[src/rtl/flag_pkg.sv]
// Shared definitions for the flag verdict stage: expected transform outputs and FSM states.
package flag_pkg;

  localparam int FLAG_LEN_DEFAULT = 32;
  localparam int EXP_AW = $clog2(FLAG_LEN_DEFAULT);

  // Required outputs of the last magic stage, ASCII "flag{m4g1c_ch41n_v3rd1ct_0k_42!}"
  localparam logic [7:0] EXPECTED [FLAG_LEN_DEFAULT] = '{
    8'h66, 8'h6c, 8'h61, 8'h67, 8'h7b, 8'h6d, 8'h34, 8'h67,
    8'h31, 8'h63, 8'h5f, 8'h63, 8'h68, 8'h34, 8'h31, 8'h6e,
    8'h5f, 8'h76, 8'h33, 8'h72, 8'h64, 8'h31, 8'h63, 8'h74,
    8'h5f, 8'h30, 8'h6b, 8'h5f, 8'h34, 8'h32, 8'h21, 8'h7d
  };

  typedef enum logic [1:0] {
    IDLE,
    RUN,
    PASS,
    FAIL
  } verdict_state_t;

  // Positions past the table compare against zero rather than wrapping.
  function automatic logic [7:0] expected_at(int i);
    if (i >= 0 && i < FLAG_LEN_DEFAULT) return EXPECTED[i[EXP_AW-1:0]];
    return 8'h00;
  endfunction

endpackage

[src/rtl/flag_gap_timer.sv]
// Saturating idle-cycle counter; expired pulses on the tick that completes TIMEOUT idle cycles.
module flag_gap_timer #(
  parameter int TIMEOUT = 64
) (
  input  logic clk,
  input  logic rst,
  input  logic clear,
  input  logic tick,
  output logic expired
);

  generate
    if (TIMEOUT == 0) begin : g_off
      logic unused_inputs;
      assign unused_inputs = ^{clk, rst, clear, tick};
      assign expired = 1'b0;
    end else begin : g_on
      localparam int CW = $clog2(TIMEOUT + 1);
      localparam logic [CW-1:0] LAST = CW'(TIMEOUT - 1);
      localparam logic [CW-1:0] SAT  = CW'(TIMEOUT);

      logic [CW-1:0] cnt_q, cnt_d;

      always_comb begin
        cnt_d = cnt_q;
        if (clear) begin
          cnt_d = '0;
        end else if (tick && (cnt_q != SAT)) begin
          cnt_d = cnt_q + 1'b1;
        end
      end

      always_ff @(posedge clk or posedge rst) begin
        if (rst) begin
          cnt_q <= '0;
        end else begin
          cnt_q <= cnt_d;
        end
      end

      assign expired = tick && !clear && (cnt_q >= LAST);
    end
  endgenerate

endmodule

[src/rtl/flag_verdict.sv]
// Streaming verdict stage: compares each accepted transform byte with the expected table
// and holds a sticky pass/fail result until the next start.
module flag_verdict
  import flag_pkg::*;
#(
  parameter int FLAG_LEN = FLAG_LEN_DEFAULT,
  parameter int TIMEOUT  = 64,
  parameter int IW       = $clog2(FLAG_LEN + 1)
) (
  input  logic          clk,
  input  logic          rst,
  input  logic          start,
  input  logic          res_valid,
  input  logic [7:0]    res,
  output logic          busy,
  output logic          done,
  output logic          pass,
  output logic          timeout,
  output logic [IW-1:0] idx,
  output logic [IW-1:0] fail_idx
);

  // IDLE: no check yet | RUN: comparing bytes | PASS/FAIL: sticky verdict until start

  verdict_state_t state_q, state_d;
  logic [IW-1:0]  idx_q, idx_d;
  logic [IW-1:0]  fidx_q, fidx_d;
  logic           tmo_q, tmo_d;

  logic           running;
  logic           match;
  logic           last_byte;
  logic [IW-1:0]  idx_inc;
  logic           gap_clear;
  logic           gap_tick;
  logic           gap_expired;

  assign running   = (state_q == RUN);
  assign idx_inc   = idx_q + 1'b1;
  assign last_byte = (idx_inc == IW'(FLAG_LEN));
  assign match     = (res == expected_at(int'(idx_q)));

  // Any cycle outside RUN or any accepted byte restarts the gap measurement.
  assign gap_clear = !running || res_valid;
  assign gap_tick  = running && !res_valid;

  flag_gap_timer #(
    .TIMEOUT (TIMEOUT)
  ) u_gap_timer (
    .clk     (clk),
    .rst     (rst),
    .clear   (gap_clear),
    .tick    (gap_tick),
    .expired (gap_expired)
  );

  always_comb begin
    state_d = state_q;
    idx_d   = idx_q;
    fidx_d  = fidx_q;
    tmo_d   = tmo_q;
    unique case (state_q)
      IDLE, PASS, FAIL: begin
        if (start) begin
          state_d = RUN;
          idx_d   = '0;
          fidx_d  = '0;
          tmo_d   = 1'b0;
        end
      end
      RUN: begin
        if (res_valid) begin
          idx_d = idx_inc;
          if (!match) begin
            state_d = FAIL;
            fidx_d  = idx_q;
          end else if (last_byte) begin
            state_d = PASS;
          end
        end else if (gap_expired) begin
          state_d = FAIL;
          tmo_d   = 1'b1;
          fidx_d  = idx_q;
        end
      end
      default: state_d = IDLE;
    endcase
  end

  always_ff @(posedge clk or posedge rst) begin
    if (rst) begin
      state_q <= IDLE;
      idx_q   <= '0;
      fidx_q  <= '0;
      tmo_q   <= 1'b0;
    end else begin
      state_q <= state_d;
      idx_q   <= idx_d;
      fidx_q  <= fidx_d;
      tmo_q   <= tmo_d;
    end
  end

  assign busy     = running;
  assign done     = (state_q == PASS) || (state_q == FAIL);
  assign pass     = (state_q == PASS);
  assign timeout  = tmo_q;
  assign idx      = idx_q;
  assign fail_idx = fidx_q;

endmodule

[config.mk]
export PLATFORM = sky130hd
export DESIGN_NAME = flag_verdict
export DESIGN_NICKNAME = d
export VERILOG_FILES = /design/src/rtl/flag_pkg.sv /design/src/rtl/flag_gap_timer.sv /design/src/rtl/flag_verdict.sv
export SDC_FILE = /design/constraint.sdc
export NUM_CORES = 1
export LEC_CHECK = 0
export BUFFER_PORTS_ARGS = -buffer_cell sky130_fd_sc_hd__buf_2
export CORE_UTILIZATION = 51
export CTS_BUF_LIST = sky130_fd_sc_hd__clkbuf_16
export DETAILED_ROUTE_END_ITERATION = 16
export GPL_ROUTABILITY_DRIVEN = 0
export PLACE_DENSITY_LB_ADDON = 0.05
export SYNTH_ARGS = -nofsm -noshare
export SYNTH_HDL_FRONTEND = slang
export SYNTH_SLANG_ARGS = --single-unit
[constraint.sdc]
create_clock -name clk -period 3.1 [get_ports clk]
set_input_delay 0.31 -clock clk [delete_from_list [all_inputs] [get_ports clk]]
set_output_delay 0.31 -clock clk [all_outputs]
set_load 0.1 [all_outputs]
* Yosys cells after proc, flatten, opt, wreduce, memory -nomap -nowiden
Memory sizes are Yosys's and may differ from the RTL's.
Index checks and enable logic that the tools add are counted.
** Word-level totals
- Output and inout bits :: 16
- Logic and storage cells :: 65
- Register bits after elaboration :: 22
- Memories kept :: 1
- Memory bits (read-only) :: 256
** Memory list
- (no name shown) :: depth 32, width 8, rd ports 1, clocked after memory_dff 0, wr ports 0, line flag_pkg.sv:24 : if (i >= 0 && i < FLAG_LEN_DEFAULT) return EXPECTED[i[EXP_AW-1:0]];
** Cells by class
- Muxes and demuxes :: 24
- Bitwise logic cells :: 1
- Add/sub/neg operators :: 2
- Reductions and logical operators :: 16
- Magnitude comparators :: 3
- Equal/unequal tests :: 13
** Operators with widths (count)
- $mux W8 :: 4
- $mux W6 :: 5
- $pmux W6 S2 :: 2
- $mux W7 :: 2
- $mux W2 :: 5
- $reduce_and A3 Y1 :: 3
- $eq A8 B8 Y1 :: 1
- $add A7 B1 Y7 const B :: 1
- $ge A7 B6 Y1 const B :: 1
- $ne A7 B7 Y1 const B :: 1
- $add A6 B1 Y6 const B :: 1
- $eq A6 B6 Y1 const B :: 1
- $ge A6 B6 Y1 const B :: 1
- $lt A6 B6 Y1 const B :: 1
- $ne A2 B2 Y1 const B :: 3
- $not A5 Y6 :: 1
- $eq A2 B2 Y1 const B :: 2
- $logic_and A1 B1 Y1 :: 4
- $mux W1 :: 4
- $ne A4 B3 Y1 const B :: 1
- $pmux W2 S2 :: 1
- $logic_not A1 Y1 :: 3
- $ne A3 B2 Y1 const B :: 1
- $ne A3 B3 Y1 const B :: 1
- other kinds (8) :: 9

* Depth between registers and ports, before layout
- Depth after elaboration :: 10
- Mapped depth :: 11
- Depth with buffers taken out :: 9

* Cells and area by module
Synthesis repeated with hierarchy kept, for this count alone.
** Unflattened totals
- Cells, all modules :: 229
- Area total of the unflattened synthesis :: 1938.1 µm²
** By module, submodules not included
- flag_verdict :: area an instance 1475.2 µm², times used 1, cells an instance 178
- flag_gap_timer :: area an instance 462.9 µm², times used 1, cells an instance 51

* Worst setup path before layout
No wires, ideal clock.
- Kind :: reg2reg
- From :: register idx_q[0] (netlist: idx[0])
- To :: register fidx_q[0] (netlist: fail_idx[0])
- Slack :: -0.713 ns
- Arrival :: 3.686 ns
- Required time :: 2.974 ns
- Clock period less this slack :: 3.813 ns
- Library setup time :: 0.126 ns
- Stages on the path, launching flop included :: 12
- Path through :: dfrtp_1 > clkbuf_1 > inv_1 > ha_1 > clkbuf_2 > mux2_4 > mux4_2 > mux2i_1 > nand4_1 > nor4_4 > nor2_2 > mux2_4
** Between the ends
- Longest elaborated chain between the ends :: 9
** Ends and longest elaborated chain
- from (decl) :: line flag_verdict.sv:26 : logic [IW-1:0] idx_q, idx_d;
- from (signal assigned) :: line flag_verdict.sv:98 : idx_q <= idx_d;
- $not A5 Y6 (implied by the code) :: line flag_pkg.sv:24
- $mem_v2 Z32 W8
- $mux W8 (implied by the code) (2 in a row) :: line flag_pkg.sv:24
- $mux W8 :: line flag_pkg.sv:24
- $mux W8 :: line flag_pkg.sv:25 : return 8'h00;
- $eq A8 B8 Y1 :: line flag_verdict.sv:41 : assign match = (res == expected_at(int'(idx_q)));
- $ne A3 B3 Y1 (no line)
- $reduce_and A3 Y1 (no line)
- to (signal assigned) :: line flag_verdict.sv:99 : fidx_q <= fidx_d;
- to (decl) :: line flag_verdict.sv:27 : logic [IW-1:0] fidx_q, fidx_d;
Several ways; a longest one is shown, not always the timed one. The select of a mux whose other input is x is not followed.
A chain may end at the register's enable or synchronous reset.

* Final worst setup path
Ends and elaborated chain as after synthesis.

==> flow_summary.json <==
{
  "cts_buffer_depth": 2,
  "cts_resized": 0,
  "path_max_fanout": 16,
  "via_per_inst": 5.803,
  "io_buffers": 27,
  "first_iter_violations": 155,
  "cts-root-buf": "clkbuf_16",
  "synth_nets": 233,
  "die_x_um": 62.14,
  "setup_violations": 0,
  "slowest_delay_ps": 560,
  "tightest_slew_ps": 817.6,
  "clk_latency_ps": 250,
  "relSlewSlack": 0.4543,
  "cts_setup_buffers": 0,
  "period_share": 0.9407,
  "ir_drop_mv": 0.6108,
  "clkPwrFrac": 0.172,
  "rsz0062_at_grt": "no",
  "n_antenna_cell": 0,
  "fin_nets": 255,
  "maxSlewViolCount": 0,
  "reg2reg_slack_ps": 180,
  "num_rows": 21,
  "first_pass_iters": 4,
  "synth_cell_types": 52,
  "grt_overflow": 0,
  "hpwl_mm": 3.281,
  "wirelength_mm": 4.276,
  "avgRoutedWirePerCell_um": 15.33,
  "cellLeakagePower_uw": 0.0009355,
  "syn_area_um2": 1844,
  "yosys_register_bits": 22,
  "ys_seq_area_frac": 0.2985,
  "grt_max_degree": 28,
  "synth-async-reset-ratio": 1.000,
  "hp-class": "input pin to asynchronous set/reset pin",
  "crit_type": "flop to flop",
  "power_uw": 1557,
  "switchingPower_uw": 768.6,
  "synthCells": 212,
  "cts_sinks": 22,
  "cts_tree": "yes",
  "status": "finished, final reports clean",
  "fin_cells": 279,
  "gr-usage-all-layers": 0.2436,
  "yosysTopAreaCell": "dfrtp_1",
  "vias": 1619,
  "grt_pass1_wl_mm": 7.610,
  "cts_made_buffers": 3,
  "hold_ws_ps": 213.6,
  "max_freq_mhz": 342.9,
  "arrival_ps": 3050,
  "critPathRequiredTime_ps": 3230,
  "filler_cell_count": 287,
  "yosys-top-cells-area": "dfrtp_1 (30%), ha_1 (6.1%), mux2i_1 (4.9%), mux2_4 (4.1%), nor2_1 (4.1%)",
  "drc": 0,
  "syn_to_final_growth_pct": 14.31,
  "placed_cells": 275,
  "hold_viol_final": 0,
  "crit_slowest_cell": "dfrtp_4",
  "rr_startpoint": "idx[0]",
  "drive_gt1_frac": 0.2532,
  "path_cells": "inv_2, ha_4, mux2_4, mux4_2, mux2i_1, nand4_1, nor4_4, nor2_4, mux2_4",
  "antenna_found_initial": 0,
  "ys_warn_count": 0,
  "cpMostUsedCell": "mux2_4",
  "cp-startpoint": "idx[0]",
  "synth_most_common_cell": "dfrtp_1",
  "critPathCapture": "fail_idx[0]",
  "final_core_util": 0.6220,
  "io_pins": 28,
  "synth_flop_cell": "dfrtp_1",
  "p_seq_frac": 0.256,
  "dieHeight_um": 62.14,
  "die_area_um2": 3861,
  "powerDensity_nw_per_um2": 738.3,
  "timing.rr.end": "fail_idx[0]",
  "ant_nets": 0,
  "cts.htree.levels": 1,
  "internal-power_uw": 788.1,
  "cp-end-kind": "flop",
  "worst_clock_skew_ps": 2.944,
  "path_clk_slew_ps": 60,
  "postSynthAreaPerCell_um2": 8.699,
  "period_needed_ps": 2916,
  "maxCapViolations": 0,
  "swShare": 0.4937,
  "grt_pass1_vias": 1677,
  "start_util": 0.5441,
  "reg2regPathDepth": 9,
  "hold_buffers": 0,
  "core_area_um2": 3390,
  "synth_top_area_frac": 0.2985,
  "tns_ps": 0,
  "pwr-share-comb": 0.572,
  "synth_edf_count": 0,
  "critPathLaunchType": "flop",
  "synth_commonest_cells": "dfrtp_1 (22), nor2_1 (20), nand2_1 (15)"
}
## sequential cells by signal, indices dropped and copies added (netlist names)
signal                  flops
fail_idx                    6
u_gap_timer.g_on.cnt_q      7
state_q                     2
timeout                     1
idx                         6
## per-stage QoR
step / worst slack, ps / instance area, µm²
4_1_cts: 182.7 / 2108
3_5_place_dp: 198.8 / 2029
2_1_floorplan: 24.72 / 1899
5_1_grt: 53.01 / 2108
3_3_place_gp: 288.2 / 2029
6_report: 184.0 / 2108
## how the worst min path moves through the flow
stage                     depth (start not counted)    start  slack (ps)                         to
after floorplan                                   1      rst         300                fail_idx[0]
after global placement                            2      rst         490                fail_idx[2]
after detailed placement                          1  timeout         490                    timeout
after CTS                                         2      rst         250  u_gap_timer.g_on.cnt_q[6]
after global routing                              2      rst         300                fail_idx[1]
final                                             2      rst         210  u_gap_timer.g_on.cnt_q[6]
## cell families after synthesis
group / after synthesis / synth area share
flops: 22 / 0.2985
fa+ha+maj: 9 / 0.06106
buf+inv: 30 / 0.06716
mux: 22 / 0.1506
compound gates: 45 / 0.1622
xor+xnor: 11 / 0.05224
simple gates: 73 / 0.2083
## worst max-delay path, delay by kind of cell (launching register included)
kind	cells	cell delay, ps
buffers and inverters	1	160
multiplexers	4	1230
AND/OR/NAND/NOR	3	610
flip-flops	1	560
adder cells (fa/ha/maj)	1	250
## placed cells by master, fill, tap and decap left out, drive strengths merged, types with 2 or more instances in the layout
cell type	instances
mux2i	9
xnor2	8
buf	31
nor4	2
nor3	3
xor2	3
mux4	2
nor2	21
nand3	8
nand2	15
o311ai	3
o211ai	2
mux2	11
nand4	4
o21ai	12
or3	2
and3	2
o221ai	2
dfrtp	22
or3b	2
nor2b	3
a21oi	9
o31ai	4
clkbuf	3
o22ai	3
or2	4
nand2b	5
ha	9
clkinv	2
inv	15
## per-layer routing
| metal | vias to the layer above | GRT usage | part of all wire |
|---|---|---|---|
| met5 | - | 0 | 0 |
| met3 | 6 | 0.02757 | 0.034 |
| met2 | 34 | 0.3984 | 0.50 |
| met4 | 0 | 0.09302 | 0.013 |
| met1 | 784 | 0.3302 | 0.45 |
| li1 | 795 | - | - |
## layout make-up
class / instances / area, µm² / share of cell area
Tap cell: 46 / 57.56 / 0.02730
Multi-Input combinational cell: 160 / 1187 / 0.5632
Timing Repair Buffer: 31 / 165.2 / 0.07834
Clock buffer: 3 / 75.07 / 0.03561
Sequential cell: 22 / 559.3 / 0.2653
Clock inverter: 1 / 3.754 / 0.001780
Inverter: 16 / 60.06 / 0.02849
## power by group through the flow
| stage | Clock (µW) | Sequential, µW | Combinational [µW] |
|---|---|---|---|
| 2_1_floorplan | 0 | 542 | 617 |
| 3_3_place_gp | 0 | 398 | 868 |
| 3_5_place_dp | 0 | 402 | 885 |
| 4_1_cts | 273 | 397 | 889 |
| 5_1_grt | 285 | 407 | 952 |
| 6_report | 268 | 398 | 890 |
No activity file was read; power rests on OpenSTA's default activity.
